`src/rtl/mult_datapath_pkg.sv`:
```
// Shared strobe decoding for the sequential multiplier datapath.
// Collapses Load/Ad/Sh into one prioritised operation per cycle.
package mult_datapath_pkg;

    typedef enum logic [2:0] {
        OP_HOLD,
        OP_LOAD,
        OP_ADD,
        OP_SHIFT,
        OP_ADD_SHIFT
    } dp_op_e;

    // Load dominates, so a Load cycle never also adds or shifts.
    function automatic dp_op_e decode_op(input logic load, input logic ad, input logic sh);
        if (load)           return OP_LOAD;
        else if (ad && sh)  return OP_ADD_SHIFT;
        else if (ad)        return OP_ADD;
        else if (sh)        return OP_SHIFT;
        else                return OP_HOLD;
    endfunction

endpackage

```
`src/rtl/mult_shift_counter.sv`:
```
// Shift counter for the multiplier: counts Sh strobes modulo N and flags the
// last shift of an operation on K.
module mult_shift_counter #(
    parameter int N  = 4,
    parameter int CW = $clog2(N)
) (
    input  logic Clk,
    input  logic Reset,
    input  logic Clr,
    input  logic Inc,
    output logic K
);

    localparam logic [CW-1:0] LAST = CW'(N - 1);

    logic [CW-1:0] cnt_q, cnt_d;

    always_comb begin
        // NOTE: default first so every path assigns cnt_d and no latch is inferred.
        cnt_d = cnt_q;
        if (Clr)
            cnt_d = '0;
        else if (Inc)
            cnt_d = (cnt_q == LAST) ? '0 : cnt_q + CW'(1);
    end

    // NOTE: non-blocking for state so all registers see pre-edge values.
    always_ff @(posedge Clk) begin
        if (Reset)
            cnt_q <= '0;
        else
            cnt_q <= cnt_d;
    end

    assign K = (cnt_q == LAST);

endmodule

```
`src/rtl/mult_datapath.sv`:
```
// Shift-and-add datapath of the unsigned sequential multiplier: operand
// registers, the 2N+1 bit accumulator/multiplier register and the shift counter.
module mult_datapath
    import mult_datapath_pkg::*;
#(
    parameter int N  = 4,
    parameter int CW = $clog2(N)
) (
    input  logic           Clk,
    input  logic           Reset,
    input  logic           Load,
    input  logic           Ad,
    input  logic           Sh,
    input  logic [N-1:0]   Mcand,
    input  logic [N-1:0]   Mplier,
    output logic           M,
    output logic           K,
    output logic [2*N-1:0] Product
);

    logic [2*N:0] acc_q, acc_d;
    logic [N-1:0] mc_q, mc_d;
    logic [N:0]   sum;

    // ACC[2N] is always clear before an add, so the sum ignores it.
    assign sum = {1'b0, acc_q[2*N-1:N]} + {1'b0, mc_q};

    always_comb begin
        acc_d = acc_q;
        mc_d  = mc_q;
        unique case (decode_op(Load, Ad, Sh))
            OP_LOAD: begin
                mc_d  = Mcand;
                acc_d = {{(N+1){1'b0}}, Mplier};
            end
            OP_ADD_SHIFT: acc_d = {1'b0, sum, acc_q[N-1:1]};
            OP_ADD:       acc_d = {sum, acc_q[N-1:0]};
            OP_SHIFT:     acc_d = acc_q >> 1;
            default:      ;
        endcase
    end

    always_ff @(posedge Clk) begin
        if (Reset) begin
            acc_q <= '0;
            mc_q  <= '0;
        end else begin
            acc_q <= acc_d;
            mc_q  <= mc_d;
        end
    end

    mult_shift_counter #(.N(N), .CW(CW)) u_counter (
        .Clk   (Clk),
        .Reset (Reset),
        .Clr   (Load),
        .Inc   (Sh),
        .K     (K)
    );

    assign M       = acc_q[0];
    assign Product = acc_q[2*N-1:0];

endmodule

```
`config.mk`:
```
export PLATFORM = sky130hd
export DESIGN_NAME = mult_datapath
export DESIGN_NICKNAME = d
export VERILOG_FILES = /design/src/rtl/mult_datapath_pkg.sv /design/src/rtl/mult_shift_counter.sv /design/src/rtl/mult_datapath.sv
export SDC_FILE = /design/constraint.sdc
export NUM_CORES = 1
export LEC_CHECK = 0
export BUFFER_PORTS_ARGS = -buffer_cell sky130_fd_sc_hd__buf_2
export CAP_MARGIN = 15
export CELL_PAD_IN_SITES_DETAIL_PLACEMENT = 1
export CELL_PAD_IN_SITES_GLOBAL_PLACEMENT = 1
export CORE_UTILIZATION = 35
export CTS_CLUSTER_SIZE = 14
export DETAILED_ROUTE_END_ITERATION = 10
export PLACE_DENSITY_LB_ADDON = 0.1
export RECOVER_POWER = 25
export REMOVE_ABC_BUFFERS = 1
export SLEW_MARGIN = 20
export SYNTH_ARGS = -nofsm -noshare
export SYNTH_HDL_FRONTEND = slang
export SYNTH_HIERARCHICAL = 1
export SYNTH_SLANG_ARGS = --single-unit
```
`constraint.sdc`:
```
create_clock -name Clk -period 1.5 [get_ports Clk]
set_input_delay 0.3 -clock Clk [delete_from_list [all_inputs] [get_ports Clk]]
set_output_delay 0.3 -clock Clk [all_outputs]
set_load 0.1 [all_outputs]
```
==> results of run 1 <==
## registers in the layout, summed over array words and instances, names as in the netlist
| signal | cells |
|---|---|
| mc_q | 4 |
| acc_q | 9 |
| u_counter/cnt_q | 2 |
## power breakdown
| part | internal [W] | switching (W) |
|---|---|---|
| Combinational | 0.000136 | 0.000248 |
| Clock | 0.000103 | 0.000132 |
| Sequential | 0.000423 | 0.0000181 |
| Total | 0.000662 | 0.000398 |
## worst max path at each step
stage,end,start,slack [ns],cells past startpoint
finish,acc_q[6],mc_q[0],-0.09,7
global placement,acc_q[4],Ad,-0.22,7
CTS,acc_q[7],mc_q[0],-0.08,7
floorplan,acc_q[6],acc_q[4],-0.93,7
global route,acc_q[6],mc_q[0],-0.19,7
detailed placement,acc_q[4],Ad,-0.24,7
## per-stage QoR
stage / TNS (ns) / power, W / area [um^2] / hold WS [ns] / util (%)
floorplan: -5.52 / 0.000697 / 876 / 0.365 / -
global placement: -1.79 / 0.000806 / 1160 / 0.480 / 45.5
detailed placement: -2.32 / 0.000812 / 1160 / 0.491 / 45.5
CTS: -0.159 / 0.00107 / 1230 / 0.244 / 48.3
global route: -0.498 / 0.00112 / 1220 / 0.247 / 48.0
finish: -0.170 / 0.00106 / 1220 / 0.253 / 48.0
## cell usage after synthesis, types with 2 or more instances
| cell type | number | area share (%) |
|---|---|---|
| dfxtp_1 | 15 | 31 |
| inv_1 | 10 | 3.9 |
| buf_4 | 9 | 7.0 |
| nor2_1 | 9 | 3.5 |
| ha_1 | 8 | 10 |
| mux2i_1 | 6 | 6.2 |
| a21oi_1 | 5 | 2.6 |
| a211oi_1 | 3 | 2.3 |
| nand2_1 | 3 | 1.2 |
| nor3_1 | 3 | 1.5 |
| o21ai_0 | 3 | 1.5 |
| o221a_2 | 3 | 3.5 |
| a221oi_1 | 2 | 1.8 |
| buf_6 | 2 | 2.3 |
| nand2b_1 | 2 | 1.3 |
| nor2b_1 | 2 | 1.3 |
| xnor2_1 | 2 | 1.8 |
## worst register-to-register path, delay by kind of cell (launching register included)
family / cells / cell delay, ns
mux: 1 / 0.10
buf+inv: 1 / 0.03
flops: 1 / 0.37
fa+ha+maj: 2 / 0.50
xor+xnor: 1 / 0.19
compound gates: 2 / 0.32
## layer usage
| layer | GRT usage [%] | up-vias | share of wire [%] |
|---|---|---|---|
| met1 | 25.0 | 436 | 50 |
| met5 | 0 | - | 0 |
| met4 | 6.84 | 0 | 0.53 |
| li1 | - | 432 | - |
| met3 | 3.61 | 2 | 3.2 |
| met2 | 28.9 | 19 | 46 |
## cells by family after synthesis
kind of cell | Yosys count
compound gates | 26
xor+xnor | 2
fa+ha+maj | 9
buf+inv | 22
flops | 15
mux | 6
simple gates | 27
## timing repair
item / CTS / global route
buffers inserted: 2 / 2
setup endpoints to repair: 4 / 9
pin swaps: 6 / 3
endpoints found under the hold margin: 0 / 0
gates resized for setup: 11 / 5
## layout make-up
class / instances / area share (%)
multi-input cells: 70 / 47.4
inverters: 10 / 3.07
clock buffers: 4 / 2.15
repair buffers: 38 / 19.5
well taps: 30 / 3.07
flip-flops and latches: 15 / 24.8
==> metrics.yaml, run 1 <==
routing:
  drt-total-wl_um: 2450
  wl_per_cell_um: 14.7
  antenna_left: 0
  via_per_inst: 5.32
  firstDrtPassIters: 4
  drc: 0
  vias: 889
  drtIter0Drc: 12
worst_setup_path:
  arrival_ns: 1.79
  max_stage_delay_ns: 0.37
  crit_buf_inv: 1
  crit_chain: "ha_4 -> inv_2 -> fa_2 -> xnor2_2 -> mux2i_1 -> o21a_1 -> a211oi_2"
  cp-start-kind: "register"
  cp_max_fo: 2
  end_kind: "register"
  slowest_stage: "dfxtp_2"
  cp.required_ns: 1.71
  rr_worst_depth: 7
  ff2ff_setup_slack_ns: -0.09
  path_delay_family: "adder cells"
  worstReg2RegStart: "mc_q[0]"
  crit_type: "register to register"
  r2r-end: "acc_q[6]"
die:
  core_area_um2: 2540
  rows: 18
  dieArea_um2: 2980
  die_h_um: 54.6
  ios: 23
  initial_core_util_pct: 38.1
  die_w_um: 54.6
outcome:
  outcome: "complete, but fails checks"
  failed_checks: "negative setup slack"
yosys:
  synthCells: 107
  ys_types: 37
  ys.flop_type: "dfxtp_1"
  synth_compound_area_share_pct: 20.5
  syn-cell-area_um2: 970
  synth_edf_count: 0
  synthMuxAreaShare_pct: 6.19
  synth_xor_area_share_pct: 1.81
  synth_top_family_by_area: "compound AO/OA/AOI/OAI gates"
  synth_fa_ha_area_share_pct: 12.4
  synthArstFlopShare_pct: 0
  avgSynthCellArea_um2: 9.06
  ys_warn_count: 6
  yosys.area_share.simple_pct: 14.6
  synth-seq-cells: 15
  yosysSeqAreaShare_pct: 31.0
finish:
  final_cell_mix: "buf_2 (18), buf_4 (17), dfxtp_1 (13)"
  final_net_count: 160
  finalNonFillerCells: 167
  n_antenna_cell: 0
  fillers: 307
  multi_input_area_um2: 579
  layout_commonest_cell: "buf_2"
  drive_gt1_share_pct: 43.1
  syn_to_final_growth_pct: 25.9
  seqCellArea_um2: 303
sta:
  hold_violations: 0
  tightest_slew_ns: 0.487
  rsz0062_at_grt: "true"
  slew_viol_final: 0
  setup_slack_ns: -0.0869
  period_share_pct: 106
  fin_crit_ns: 1.59
  max_freq_mhz: 630
  setup-violations-final: 3
  relSlewSlack_pct: 67.7
  skew_ns: 0.00439
pwr:
  powerDensity_nw_per_um2: 869
  vdd_drop_max_mv: 0.585
  p_leak_nw: 0.564
worst_hold_path:
  hold_start: "Mcand[2]"
  min_path_type: "input port to register"
  whs_path_depth: 3
  whs_endpoint: "mc_q[2]"
global_route:
  grt_max_degree: 13
  grt_pass1_wl_um: 3880
  first_global_vias: 866
  overflow: 0
  antenna_found_initial: 0
  gr-usage-all-layers_pct: 18.6
clock_network:
  clk_latency_ns: 0.28
  cts_max_level: 1
  cts_buffer_depth: 2
  path_clk_slew_ns: 0.09
  hold_buffers: 0
  cts_tree: "built"
  cts_sinks: 15
  root_buffer: "clkbuf_4"
  cts_buffers: 3
place:
  dp_hpwl_um: 1800
  place_inst: 161
  io_buffers: 22
  place_ws_ns: -0.239
  globalplace.congestion: 0.851
flow_run:
  maxCapViolations: 0
Power figures use the tool's default switching activity.
==> inputs of run 2 (changes only) <==
- RECOVER_POWER: 25 -> 100
==> metrics.yaml, run 2 (synthesized netlist as in run 1, its figures left out) <==
routing:
  antenna_left: 0  # unchanged
  firstDrtPassIters: 4  # unchanged
  wl_per_cell_um: 14.7  # -0.24%
  drtIter0Drc: 12  # unchanged
  via_per_inst: 5.31  # -0.22%
  vias: 887  # -0.22%
  drt-total-wl_um: 2450  # -0.24%
  drc: 0  # unchanged
worst_hold_path:
  min_path_type: "input port to register"
  whs_path_depth: 3  # unchanged
  hold_start: "Mcand[2]"
  whs_endpoint: "mc_q[2]"
clock_network:
  cts_buffer_depth: 2  # unchanged
  path_clk_slew_ns: 0.09  # about the same
  hold_buffers: 0  # unchanged
  cts_max_level: 1  # unchanged
  clk_latency_ns: 0.28  # about the same
  root_buffer: "clkbuf_4"
  cts_buffers: 3  # unchanged
  cts_sinks: 15  # unchanged
  cts_tree: "built"
finish:
  layout_commonest_cell: "buf_4"
  top_regs: "acc_q x9, mc_q x4, u_counter/cnt_q x2"
  drive_gt1_share_pct: 40.9  # -2.2 points
  largest_register_ffs: 9  # unchanged
  syn_to_final_growth_pct: 25.2
  n_antenna_cell: 0  # unchanged
  finalNonFillerCells: 167  # unchanged
  final_cell_mix: "buf_4 (16), dfxtp_1 (13), buf_2 (12)"
  regMostFlops: "acc_q"
  final_net_count: 160  # unchanged
outcome:
  outcome: "complete, but fails checks"
  failed_checks: "negative setup slack"
pwr:
  p_int_w: 0.000660  # -0.38%
  clockPowerShare_pct: 22.1  # about the same
  vdd_drop_max_mv: 0.581  # -0.69%
  netSwitchingFraction_pct: 37.6  # +0.071 points
  powerDensity_nw_per_um2: 872  # +0.35%
  p_leak_nw: 0.557  # -1.3%
  switching_power_w: 0.000398  # about the same
  power_frac_comb_pct: 36.1  # about the same
  p_seq_share_pct: 41.8  # +0.2 points
sta:
  hold_violations: 0  # unchanged
  setup_tns_ns: -0.166  # +0.00335 ns
  tightest_slew_ns: 0.543  # +0.0556 ns
  slew_viol_final: 0  # unchanged
  skew_ns: 0.00276  # -0.00163 ns
  period_share_pct: 106  # about the same
  setup-violations-final: 3  # unchanged
  setup_slack_ns: -0.0854  # +0.00152 ns
  hold_slack_ns: 0.251  # -0.00138 ns
  fin_crit_ns: 1.59  # -0.00152 ns
  rsz0062_at_grt: "true"
  max_freq_mhz: 631  # about the same
  relSlewSlack_pct: 64.0  # -3.8 points
worst_setup_path:
  cp_max_fo: 2  # unchanged
  r2r-end: "acc_q[6]"
  end_kind: "register"
  worstReg2RegStart: "mc_q[0]"
  crit_type: "register to register"
  crit_chain: "ha_4 -> inv_2 -> fa_2 -> xnor2_2 -> mux2i_1 -> o21a_1 -> a211oi_2"
  cp-start-kind: "register"
  rr_worst_depth: 7  # unchanged
  max_stage_delay_ns: 0.37  # about the same
  slowest_stage: "dfxtp_2"
  arrival_ns: 1.79  # about the same
  cp.required_ns: 1.71  # about the same
  ff2ff_setup_slack_ns: -0.09  # about the same
flow_run:
  maxCapViolations: 0  # unchanged
global_route:
  antenna_found_initial: 0  # unchanged
  gr-usage-all-layers_pct: 18.6  # unchanged
  grt_max_degree: 13  # unchanged
  grt_pass1_wl_um: 3880  # unchanged
  overflow: 0  # unchanged
  first_global_vias: 866  # unchanged
place:
  dp_hpwl_um: 1800  # unchanged
  place_inst: 161  # unchanged
  io_buffers: 22  # unchanged
  globalplace.congestion: 0.851  # unchanged
die:
  die_h_um: 54.6  # unchanged
  die_w_um: 54.6  # unchanged
  dieArea_um2: 2980  # unchanged
  ios: 23  # unchanged
  initial_core_util_pct: 38.1  # unchanged
  rows: 18  # unchanged
  core_area_um2: 2540  # unchanged
## run 2: worst max-delay path: cells and delay by family, from the launching register on
| kind | cells | cell delay [ns] |
|---|---|---|
| buf+inv | 1 | 0.03 |
| fa+ha+maj | 2 | 0.50 |
| flops | 1 | 0.37 |
| compound gates | 2 | 0.32 |
| xor+xnor | 1 | 0.19 |
| mux | 1 | 0.10 |
## run 2: layout make-up
| type | count | area [um^2] |
|---|---|---|
| Fill cell | 311 | 1330 |
| Inverter | 10 | 37.5 |
| Multi-Input combinational cell | 70 | 577 |
| Clock buffer | 4 | 26.3 |
| Timing Repair Buffer | 38 | 233 |
| Tap cell | 30 | 37.5 |
| Sequential cell | 15 | 303 |
## run 2: timing repair
item                       4_1_cts  5_1_grt
resized for setup               11        5
setup endpoints to repair        4        9
pin swaps                        6        3
buffers inserted                 2        2
cloned                           0        0
## run 2: worst max-delay path by stage
stage	from	to	slack, ns	depth (start not counted)
after floorplan	acc_q[4]	acc_q[6]	-0.93	7
after global placement	Ad	acc_q[4]	-0.22	7
after detailed placement	Ad	acc_q[4]	-0.24	7
after CTS	mc_q[0]	acc_q[7]	-0.08	7
after global routing	mc_q[0]	acc_q[6]	-0.19	7
final	mc_q[0]	acc_q[6]	-0.09	7
## run 2: metrics by stage
step / total power [W] / utilization [%] / worst slack, ns / cell area, um^2
final: 0.00106 / 47.7 / -0.0854 / 1210
after global placement: 0.000806 / 45.5 / -0.219 / 1160
after CTS: 0.00107 / 48.3 / -0.0773 / 1230
after floorplan: 0.000697 / - / -0.932 / 876
after global routing: 0.00112 / 47.7 / -0.188 / 1210
after detailed placement: 0.000812 / 45.5 / -0.239 / 1160
## run 2: power by group through the flow
stage / logic [W] / clock network, W / registers (W)
2_1_floorplan: 0.000126 / 0 / 0.000571
3_3_place_gp: 0.000358 / 0 / 0.000447
3_5_place_dp: 0.000364 / 0 / 0.000448
4_1_cts: 0.000382 / 0.000244 / 0.000441
5_1_grt: 0.000410 / 0.000262 / 0.000446
6_report: 0.000382 / 0.000234 / 0.000442
## run 2: metal layers
| metal | vias up | GRT usage (%) | wire length (um) |
|---|---|---|---|
| met4 | 0 | 6.84 | 13 |
| met3 | 2 | 3.61 | 61 |
| li1 | 432 | - | - |
| met5 | - | 0 | 0 |
| met1 | 438 | 25.0 | 1240 |
| met2 | 15 | 28.9 | 1130 |
==> inputs of run 3 (changes only) <==
- ABC_AREA: not set -> 1
- CORE_UTILIZATION: 35 -> 33
==> metrics.yaml, run 3 <==
routing:
  antenna_left: 0  # unchanged
  drc: 3  # +3
  via_per_inst: 4.80  # -9.6%
  wl_met1_um: 1210  # -2.7%
  top_layer: "met4"
  vias: 1008  # +14%
  firstDrtPassIters: 7  # +3
  route.met3.wl_um: 65  # +6.6%
  drtIter0Drc: 23  # +11
  wl_per_cell_um: 12.6  # -14%
  drt-total-wl_um: 2640  # +7.9%
  route.met2.wl_um: 1330  # +18%
pwr:
  p_seq_share_pct: 42.9  # +1.1 points
  power_frac_comb_pct: 33.0  # -3.1 points
  switching_power_w: 0.000414  # +4.0%
  finalPower_w: 0.00104  # -2.0%
  p_leak_nw: 0.632  # +14%
  netSwitchingFraction_pct: 39.9  # +2.3 points
  vdd_drop_max_mv: 0.566  # -2.6%
  powerDensity_nw_per_um2: 835  # -4.3%
  clockPowerShare_pct: 24.1  # +2.0 points
  p_int_w: 0.000623  # -5.6%
yosys:
  synth_edf_count: 0  # unchanged
  synthCells: 151  # +41%
  avgSynthCellArea_um2: 6.63  # -27%
  synth-seq-cells: 15  # unchanged
  yosysMostFrequentCell: "nand2_1"
  yosysSeqAreaShare_pct: 30.0  # -0.97 points
  synth_top_cell_by_area: "dfxtp_1"
  ys_warn_count: 6  # unchanged
  synth_common_cells: "nand2_1 (32), inv_1 (25), nor2_1 (24)"
  syn-cell-area_um2: 1000  # +3.2%
  ys_types: 17  # -54%
  synth.top_cell.area_share_pct: 30.0  # -0.97 points
  ys.flop_type: "dfxtp_1"
  synth.area.top_cells: "dfxtp_1 (30%), nand2_1 (12%), ha_1 (10%)"
  synthArstFlopShare_pct: 0  # unchanged
clock_network:
  cts_tree: "built"
  cts_buffers: 3  # unchanged
  clk_latency_ns: 0.30  # +0.02 ns
  cts_buffer_depth: 2  # unchanged
  cts_max_level: 1  # unchanged
  path_clk_slew_ns: 0.10  # about the same
  root_buffer: "clkbuf_4"
  cts_sinks: 15  # unchanged
finish:
  n_antenna_cell: 0  # unchanged
  final_cell_mix: "nand2_1 (30), inv_1 (23), nor2_1 (23)"
  drive_gt1_share_pct: 27.4  # -14 points
  largest_register_ffs: 9  # unchanged
  layout_commonest_cell: "nand2_1"
  fillers: 374  # +20%
  syn_to_final_growth_pct: 24.1
  regMostFlops: "acc_q"
  final_net_count: 202  # +26%
  top_regs: "acc_q x9, mc_q x4, u_counter/cnt_q x2"
  fin_util_pct: 44.3  # -3.4 points
place:
  place_ws_ns: -0.0891  # +0.150 ns
  io_buffers: 22  # unchanged
  dp_hpwl_um: 2150  # +19%
  globalplace.congestion: 0.794  # -6.7%
die:
  die_h_um: 57.1  # +4.5%
  die_w_um: 57.1  # +4.5%
  initial_core_util_pct: 35.7  # -2.4 points
  rows: 19  # +1
  ios: 23  # unchanged
  dieArea_um2: 3260  # +9.1%
  core_area_um2: 2810  # +10%
sta:
  rsz0062_at_grt: "true"
  tightest_slew_ns: 0.539  # -0.00386 ns
  hold_slack_ns: 0.219  # -0.0326 ns
  period_share_pct: 100  # -5.3 points
  hold_violations: 0  # unchanged
  setup-violations-final: 1  # -2
  relSlewSlack_pct: 64.2  # +0.26 points
  max_freq_mhz: 664  # +5.3%
  slew_viol_final: 0  # unchanged
  fin_crit_ns: 1.51  # -0.0794 ns
  skew_ns: 0.00513  # +0.00237 ns
  setup_slack_ns: -0.00594  # +0.0794 ns
worst_setup_path:
  ff2ff_setup_slack_ns: -0.006  # +0.08 ns
  rr_worst_depth: 11  # +4
  end_kind: "register"
  cp.required_ns: 1.71  # about the same
  arrival_ns: 1.71  # -0.08 ns
  crit_type: "register to register"
  cp_max_fo: 3  # +1
  cp-start-kind: "register"
outcome:
  outcome: "complete, but fails checks"
  failed_checks: "design-rule violations, negative setup slack"
global_route:
  first_global_vias: 1019  # +18%
  overflow: 0  # unchanged
  grt_pass1_wl_um: 4470  # +15%
  gr-usage-all-layers_pct: 18.0  # -0.53 points
  antenna_found_initial: 0  # unchanged
  grt_max_degree: 11  # -2
worst_hold_path:
  min_path_type: "input port to register"
  whs_path_depth: 2  # -1
flow_run:
  maxCapViolations: 0  # unchanged
[run 3: cell count changes after synthesis, moves of 3 or more]
| cell | before | now |
|---|---|---|
| o21ai_0 | 3 | 9 |
| nand2_1 | 3 | 32 |
| nor2_1 | 9 | 24 |
| mux2i_1 | 6 | 0 |
| a211oi_1 | 3 | 0 |
| nor3_1 | 3 | 0 |
| inv_1 | 10 | 25 |
| o221a_2 | 3 | 0 |
| nand3_1 | 1 | 13 |
[run 3: path summary, 6_finish.rpt]
kind,start,endpoint
max,mc_q[0],acc_q[6]
min,Reset,acc_q[8]
max reg2reg,mc_q[0],acc_q[6]
min reg2reg,acc_q[8],acc_q[8]
[run 3: final cells by class]
cell class,instances,area [um^2],area share [%]
Clock inverter,1,5.00,0.403
Tap cell,31,38.8,3.12
Timing Repair Buffer,32,210,16.9
Inverter,25,93.8,7.55
Sequential cell,15,303,24.4
Multi-Input combinational cell,103,569,45.8
Clock buffer,3,22.5,1.81
[run 3: repair_timing]
action,4_1_cts,5_1_grt
pin swaps,0,6
resized for setup,3,11
hold buffers,0,0
endpoints found under the setup margin,3,7
buffers inserted,0,1
[run 3: cell families after synthesis]
logic type      Yosys count  share of synthesized area (%)
fa+ha+maj                 9                           12.0
buf+inv                  33                           15.4
simple gates             75                           32.3
flops                    15                           30.0
compound gates           19                           10.4
[run 3: through the flow]
stage | area (um^2) | TNS [ns] | cells
after global placement | 1190 | -0.162 | 205
after CTS | 1220 | -0.00172 | 209
after detailed placement | 1190 | -0.691 | 205
after floorplan | 941 | -4.87 | 143
final | 1240 | -0.00594 | 210
after global routing | 1240 | -0.437 | 210
[run 3: metal layers]
layer | GRT usage (%) | vias to the layer above
li1 | - | 522
met1 | 21.7 | 465
met2 | 32.6 | 17
met3 | 2.04 | 4
met4 | 7.32 | 0
met5 | 0 | -
[run 3: power groups by stage]
stage	clock (W)	combinational (W)	sequential, W
6_report	0.000250	0.000342	0.000445
5_1_grt	0.000267	0.000375	0.000448
4_1_cts	0.000256	0.000339	0.000443
3_5_place_dp	0	0.000336	0.000451
3_3_place_gp	0	0.000328	0.000449
2_1_floorplan	0	0.000123	0.000562
[run 3: critical path, cell delays in order (launching register included)]
cell	delay [ns]
dfxtp_2	0.37
ha_4	0.14
inv_2	0.03
fa_2	0.39
inv_2	0.07
nand2_2	0.04
nand2_2	0.08
nor2_2	0.04
nor2_1	0.10
nand3_1	0.07
nand2_1	0.06
inv_1	0.04
